[src/rtl/regfile_wb_arbiter.sv]
// Register-file write-port arbiter: round-robin between ALU and load writebacks,
// registered write strobe, and a per-register busy scoreboard for decode hazards.
module regfile_wb_arbiter #(
    parameter int DATA_W = 24,
    parameter int ADDR_W = 4,
    parameter int NREGS  = 16
) (
    input  logic              clock,
    input  logic              reset,
    input  logic              alu_valid,
    input  logic [ADDR_W-1:0] alu_rd,
    input  logic [DATA_W-1:0] alu_data,
    output logic              alu_ready,
    input  logic              mem_valid,
    input  logic [ADDR_W-1:0] mem_rd,
    input  logic [DATA_W-1:0] mem_data,
    output logic              mem_ready,
    input  logic              rsv_valid,
    input  logic [ADDR_W-1:0] rsv_rd,
    output logic              rsv_ready,
    input  logic [ADDR_W-1:0] Rs,
    input  logic [ADDR_W-1:0] Rt,
    output logic              stall,
    output logic [NREGS-1:0]  busy,
    output logic              RegWrite,
    output logic [ADDR_W-1:0] Rd,
    output logic [DATA_W-1:0] WriteD,
    output logic              wb_err
);

    // Handshake: a transfer happens on a rising edge where valid && ready.
    // ready is combinational, never high without its valid, and at most one
    // source is ready per cycle; a source holds rd/data while valid && !ready.
    logic              r_prio_mem;
    logic              r_regwrite;
    logic [ADDR_W-1:0] r_rd;
    logic [DATA_W-1:0] r_data;
    logic [NREGS-1:0]  r_busy;
    logic              r_err;

    logic              w_alu_grant;
    logic              w_mem_grant;
    logic              w_xfer;
    logic [ADDR_W-1:0] w_rd;
    logic [DATA_W-1:0] w_data;
    logic              w_rsv_ready;
    logic              w_rsv_fire;
    logic [NREGS-1:0]  w_busy_next;

    always_comb begin
        w_alu_grant = alu_valid && (!mem_valid || !r_prio_mem);
        w_mem_grant = mem_valid && (!alu_valid || r_prio_mem);
        w_xfer      = w_alu_grant || w_mem_grant;
        w_rd        = w_alu_grant ? alu_rd   : mem_rd;
        w_data      = w_alu_grant ? alu_data : mem_data;
    end

    // A register being committed this cycle may be re-reserved immediately.
    always_comb begin
        w_rsv_ready = !r_busy[rsv_rd] || (r_regwrite && (r_rd == rsv_rd));
        w_rsv_fire  = rsv_valid && w_rsv_ready;
        w_busy_next = r_busy;
        if (r_regwrite) begin
            w_busy_next[r_rd] = 1'b0;
        end
        if (w_rsv_fire) begin
            w_busy_next[rsv_rd] = 1'b1;
        end
    end

    always_ff @(posedge clock or posedge reset) begin
        if (reset) begin
            r_prio_mem <= 1'b0;
            r_regwrite <= 1'b0;
            r_rd       <= '0;
            r_data     <= '0;
            r_busy     <= '0;
            r_err      <= 1'b0;
        end else begin
            r_regwrite <= w_xfer;
            r_busy     <= w_busy_next;
            if (w_xfer) begin
                r_rd       <= w_rd;
                r_data     <= w_data;
                r_prio_mem <= w_alu_grant;
                if (!r_busy[w_rd]) begin
                    r_err <= 1'b1;
                end
            end
        end
    end

    assign alu_ready = w_alu_grant;
    assign mem_ready = w_mem_grant;
    assign rsv_ready = w_rsv_ready;
    assign stall     = r_busy[Rs] || r_busy[Rt];
    assign busy      = r_busy;
    assign RegWrite  = r_regwrite;
    assign Rd        = r_rd;
    assign WriteD    = r_data;
    assign wb_err    = r_err;

endmodule

[config.mk]
export PLATFORM = sky130hd
export DESIGN_NAME = regfile_wb_arbiter
export DESIGN_NICKNAME = d
export VERILOG_FILES = /design/src/rtl/regfile_wb_arbiter.sv
export SDC_FILE = /design/constraint.sdc
export NUM_CORES = 1
export LEC_CHECK = 0
export ABC_AREA = 1
export BUFFER_PORTS_ARGS = -buffer_cell sky130_fd_sc_hd__buf_2
export CAP_MARGIN = 20
export CORE_UTILIZATION = 44
export DETAILED_ROUTE_END_ITERATION = 12
export PLACE_DENSITY = 0.77
export SLEW_MARGIN = 25
export SYNTH_ARGS = -nofsm -noshare
export SYNTH_HDL_FRONTEND = slang
export SYNTH_SLANG_ARGS = --single-unit
[constraint.sdc]
create_clock -name clock -period 1.6 [get_ports clock]
set_input_delay 0.32 -clock clock [delete_from_list [all_inputs] [get_ports clock]]
set_output_delay 0.32 -clock clock [all_outputs]
set_load 0.1 [all_outputs]
======== After elaboration in Yosys (flattened, before gate mapping) ========
Index checks and enable logic that the tools add are counted.
W data, S select, Z words.
word-level totals
  bits in registers ....................... 47
  bits in latches ......................... 0
  bits in writable memories ............... 0
  bits in read-only memories .............. 0
  word-level logic and storage cells ...... 50
  memories ................................ 0
cells by class
  $add $sub $neg .......................... 0
  $mul .................................... 0
  div/mod/pow operators ................... 0
  $lt $le $gt $ge ......................... 7
  equality and inequality tests ........... 1
  shift operators ......................... 0
  muxes and demuxes ....................... 16
  bitwise logic cells ..................... 4
  reduce and logical (&&, ||, !) cells .... 16
operators with widths
  operator              number
  $mux W16              2
  $lt A4 B5 Y1 const B  5
  $mux W24              1
  $and A16 B16 Y16      1
  $bmux W1 S4           4
  $not A16 Y16          1
  $or A16 B16 Y16       1
  $demux W1 S4          2
  $ge A4 B1 Y1 const B  2
  $logic_and A1 B1 Y1   6
  $mux W1               6
  $logic_or A1 B1 Y1    5
  $eq A4 B4 Y1          1
  $logic_not A1 Y1      4
  $mux W4               1
  $reduce_and A2 Y1     1
  $not A1 Y1            1

======== Logic depth before layout (Yosys ltp) ========
  depth after elaboration ................. 9
  depth in mapped cells ................... 11
  depth with buffers taken out ............ 10

======== Worst setup path after synthesis ========
No wires, ideal clock.
  path type ............................... reg-to-output
  from .................................... register r_busy[5], in the netlist busy[5]
  to ...................................... output stall
  data arrival time ....................... 3030 ps
  data required time ...................... 1280 ps
  setup slack ............................. -1750 ps
  cell stages (with the launch flop) ...... 7
  path buffers ............................ 0
  cells stage by stage .................... dfrtp_1 > inv_1 > a21oi_1 > o21ai_0 > nand3_1 > nand2_1 > o2111ai_1
on the way
  cells in the longest elaborated chain, start to end .. 3
  elaborated cells on any way between the ends .. 5
RTL lines
  element                        line  source
  start: declaration             38    logic [NREGS-1:0] r_busy;
  start signal: assignment       81    r_busy <= w_busy_next;
  $bmux W1 S4                    96    assign stall = r_busy[Rs] || r_busy[Rt];
  $mux W1 (implied by the code)  96
  $logic_or A1 B1 Y1 (*)         96
  end: declaration               23    output logic stall,
Mark *: on every way between the ends. The rest lies on a longest branch, timed or not. The select of a mux whose other input is x is not followed.

======== Worst setup path after layout ========
  from .................................... register r_busy[13], in the netlist busy[13]
  to ...................................... output rsv_ready
on the way
  cells in the longest elaborated chain, start to end .. 4
RTL lines
  element                        line  source
  $bmux W1 S4                    60    w_rsv_ready = !r_busy[rsv_rd] || (r_regwrite && (r_rd == rsv_rd));
  $mux W1 (implied by the code)  60
  $logic_not A1 Y1               60
  $logic_or A1 B1 Y1             60
  end: declaration               20    output logic rsv_ready,
No other way between the ends. The select of a mux whose other input is x is not followed.

==> flow_summary.json <==
{
  "max_cap_viol_count": 0,
  "postRouteWirelength_um": 9732,
  "n_antenna_cell": 0,
  "hpwlAfterDp_um": 7256,
  "period_minus_slack_ns": 1.987,
  "area_delta_synth_final_pct": 52.23,
  "final.setup.tns_ns": -2.093,
  "p_leak_nw": 2.240,
  "final_core_util": 0.6990,
  "start_util": 0.4592,
  "syn_area_per_cell_um2": 6.939,
  "critPathMaxFanout": 4,
  "endpoint": "rsv_ready",
  "grt_max_degree": 53,
  "core_area_um2": 6422,
  "critical_path_class": "reg2out",
  "endpoint_kind": "primary output",
  "dieArea_um2": 7034,
  "overflow": 0,
  "synthCells": 425,
  "drc_errors": 8,
  "slew_headroom": 0.6690,
  "rows": 29,
  "numCtsBuffers": 5,
  "chipHeight_um": 83.87,
  "grt_pass1_wl_um": 15330,
  "synth-seq-area-share": 0.3988,
  "clock_sinks": 47,
  "synth_top_area_share": 0.3988,
  "period_share": 1.242,
  "place_congestion": 0.8931,
  "via_count": 3638,
  "clockRootBuffer": "clkbuf_8",
  "pin_count": 123,
  "status": "finished with violations",
  "cp-start-kind": "register",
  "violations": "DRC, hold timing, setup timing",
  "arrival_ns": 1.67,
  "fmax_ghz": 0.5033,
  "cts_tree": "yes",
  "fin_ws_ns": -0.3870,
  "yosysUniqueCellTypes": 22,
  "clock_skew_ns": 0.01016,
  "rsz0062_at_grt": "yes",
  "layout-drive-gt1-share": 0.4236,
  "clockBufferDepth": 2,
  "setup_viol": 19,
  "die_x_um": 83.87,
  "synth_area_leader_cell": "dfrtp_1",
  "ant_nets": 0,
  "crit_start": "busy[13]",
  "drtPass1Iterations": 9,
  "grt_pass1_vias": 3304,
  "viasPerCell": 5.358,
  "synth_seq_cells": 47,
  "nets": 674,
  "power.density_nw_per_um2": 1699,
  "r2r_start": "busy[13]",
  "path_clk_slew_ns": 0.09,
  "htreeDepth": 2,
  "syn_area_um2": 2949,
  "worstMarginPinSlew_ns": 0.5000,
  "finalHoldViolCount": 2,
  "drt_iter0_markers": 225,
  "synth_area_leaders": "dfrtp_1 40%, nor2_1 10%, nand2_1 9.7%, nand3_1 8.8%, o31ai_1 7.1%",
  "vdd.ir_drop.worst_mv": 0.9688,
  "finalHoldWorstSlack_ns": -0.001109,
  "worst_skew_pair.late_latency_ns": 0.31,
  "wl_per_cell_um": 14.33,
  "io_buffers": 122,
  "antenna_found_initial": 0,
  "hp-class": "in2async",
  "r2r_slack_ns": -0.12,
  "r2r_end": "busy[15]",
  "maxSlewViolCount": 0,
  "hold_buffers": 0,
  "synth_warnings": 0,
  "grt_usage": 0.2723,
  "rr_worst_depth": 10,
  "synthesis.nets": 498,
  "required_ns": 1.28
}
==> registers in the layout, summed over array words and instances, names as in the netlist <==
| name | cells |
|---|---|
| Rd | 4 |
| RegWrite | 1 |
| WriteD | 24 |
| busy | 16 |
| r_prio_mem | 1 |
| wb_err | 1 |
==> Yosys cell counts <==
master     number
o21ai_0        37
nand2_2         2
buf_6           1
o21ai_4         1
buf_4           1
xnor2_1         1
o31ai_1        28
a21oi_1        25
clkinv_1        2
a211oi_1        1
o2111ai_1       1
nand3_1        52
dfrtp_1        47
buf_1           3
clkbuf_1        9
o22ai_1         1
nand3b_1        1
buf_2           1
nor2_1         80
inv_1          46
nand2_1        76
nand3_2         9
==> cell type report <==
class	instances	area [um2]
Clock buffer	7	76.32
Clock inverter	1	30.03
Fill cell	524	1933
Inverter	48	200.2
Multi-Input combinational cell	315	1630
Sequential cell	47	1230
Tap cell	77	96.34
Timing Repair Buffer	184	1226
==> cells in the final DEF (no fill, tap or decap), drive strengths merged <==
cell type / synthesis / routed
o2111ai: 1 / 1
nand3b: 1 / 1
bufinv: 0 / 1
o22ai: 1 / 1
a21oi: 25 / 25
nand3: 61 / 61
inv: 46 / 47
clkbuf: 9 / 13
a211oi: 1 / 1
o21ai: 38 / 38
buf: 6 / 178
xnor2: 1 / 1
nor2: 80 / 80
o31ai: 28 / 28
clkinv: 2 / 1
nand2: 78 / 78
dfrtp: 47 / 47
==> critical path, stage by stage (launching register included) <==
cell and delay, ns:
dfrtp_4 0.51, inv_6 0.09, nor2_2 0.05, a21oi_2 0.12, nand2_1 0.07, nand2_1 0.08, nand2_2 0.06, o21ai_4 0.18
buf_12 0.19
==> per-stage QoR <==
stage	area (um2)	hold WS (ns)	total power [mW]	instances	worst slack (ns)
final	4489	-0.001109	7.627	679	-0.3870
after CTS	4344	0.01767	7.457	670	-0.3489
after floorplan	3039	0.4585	5.112	425	-0.4156
after global routing	4489	0.04105	7.929	679	-0.4579
after detailed placement	4153	0.3531	6.425	657	-0.1695
after global placement	4153	0.3509	6.377	657	-0.1373
==> how the worst min path moves through the flow <==
stage | startpoint | cells past startpoint | slack, ns | to
5_1_grt | reset | 2 | 0.04 | WriteD[2]
6_report | reset | 2 | -0.001 | WriteD[2]
4_1_cts | reset | 2 | 0.02 | WriteD[7]
2_1_floorplan | alu_valid | 2 | 0.46 | r_prio_mem
3_5_place_dp | reset | 2 | 0.35 | WriteD[2]
3_3_place_gp | reset | 2 | 0.35 | WriteD[5]
==> kinds of logic (layout without fill, tap and decap cells) <==
group | Yosys count | after routing | synth area share
AOI/OAI and AO/OA | 94 | 94 | 0.1897
xor gates and xnor gates | 1 | 1 | 0.002970
buffers and inverters | 63 | 240 | 0.08443
DFF | 47 | 47 | 0.3988
and+or+nand+nor | 220 | 220 | 0.3241
==> report_power, final <==
group	internal, mW	total [mW]	switching [mW]
Combinational	1.28	4.80	3.52
Sequential	1.57	1.94	0.370
Clock	0.468	0.884	0.416
Total	3.32	7.63	4.31
==> what timing repair did <==
action | in CTS | in global routing
gates resized for setup | 21 | 29
pin swaps | 9 | 11
buffers inserted | 5 | 9
setup endpoints to repair | 23 | 25
==> routing by layer <==
layer	wire length [um]	track usage	vias up
met1	4060	0.3422	1683
met5	0	0	-
met3	636	0.05242	23
met2	4827	0.4680	174
li1	-	-	1758
met4	208	0.09248	0
Note: power is estimated with default switching activity, not from simulation.
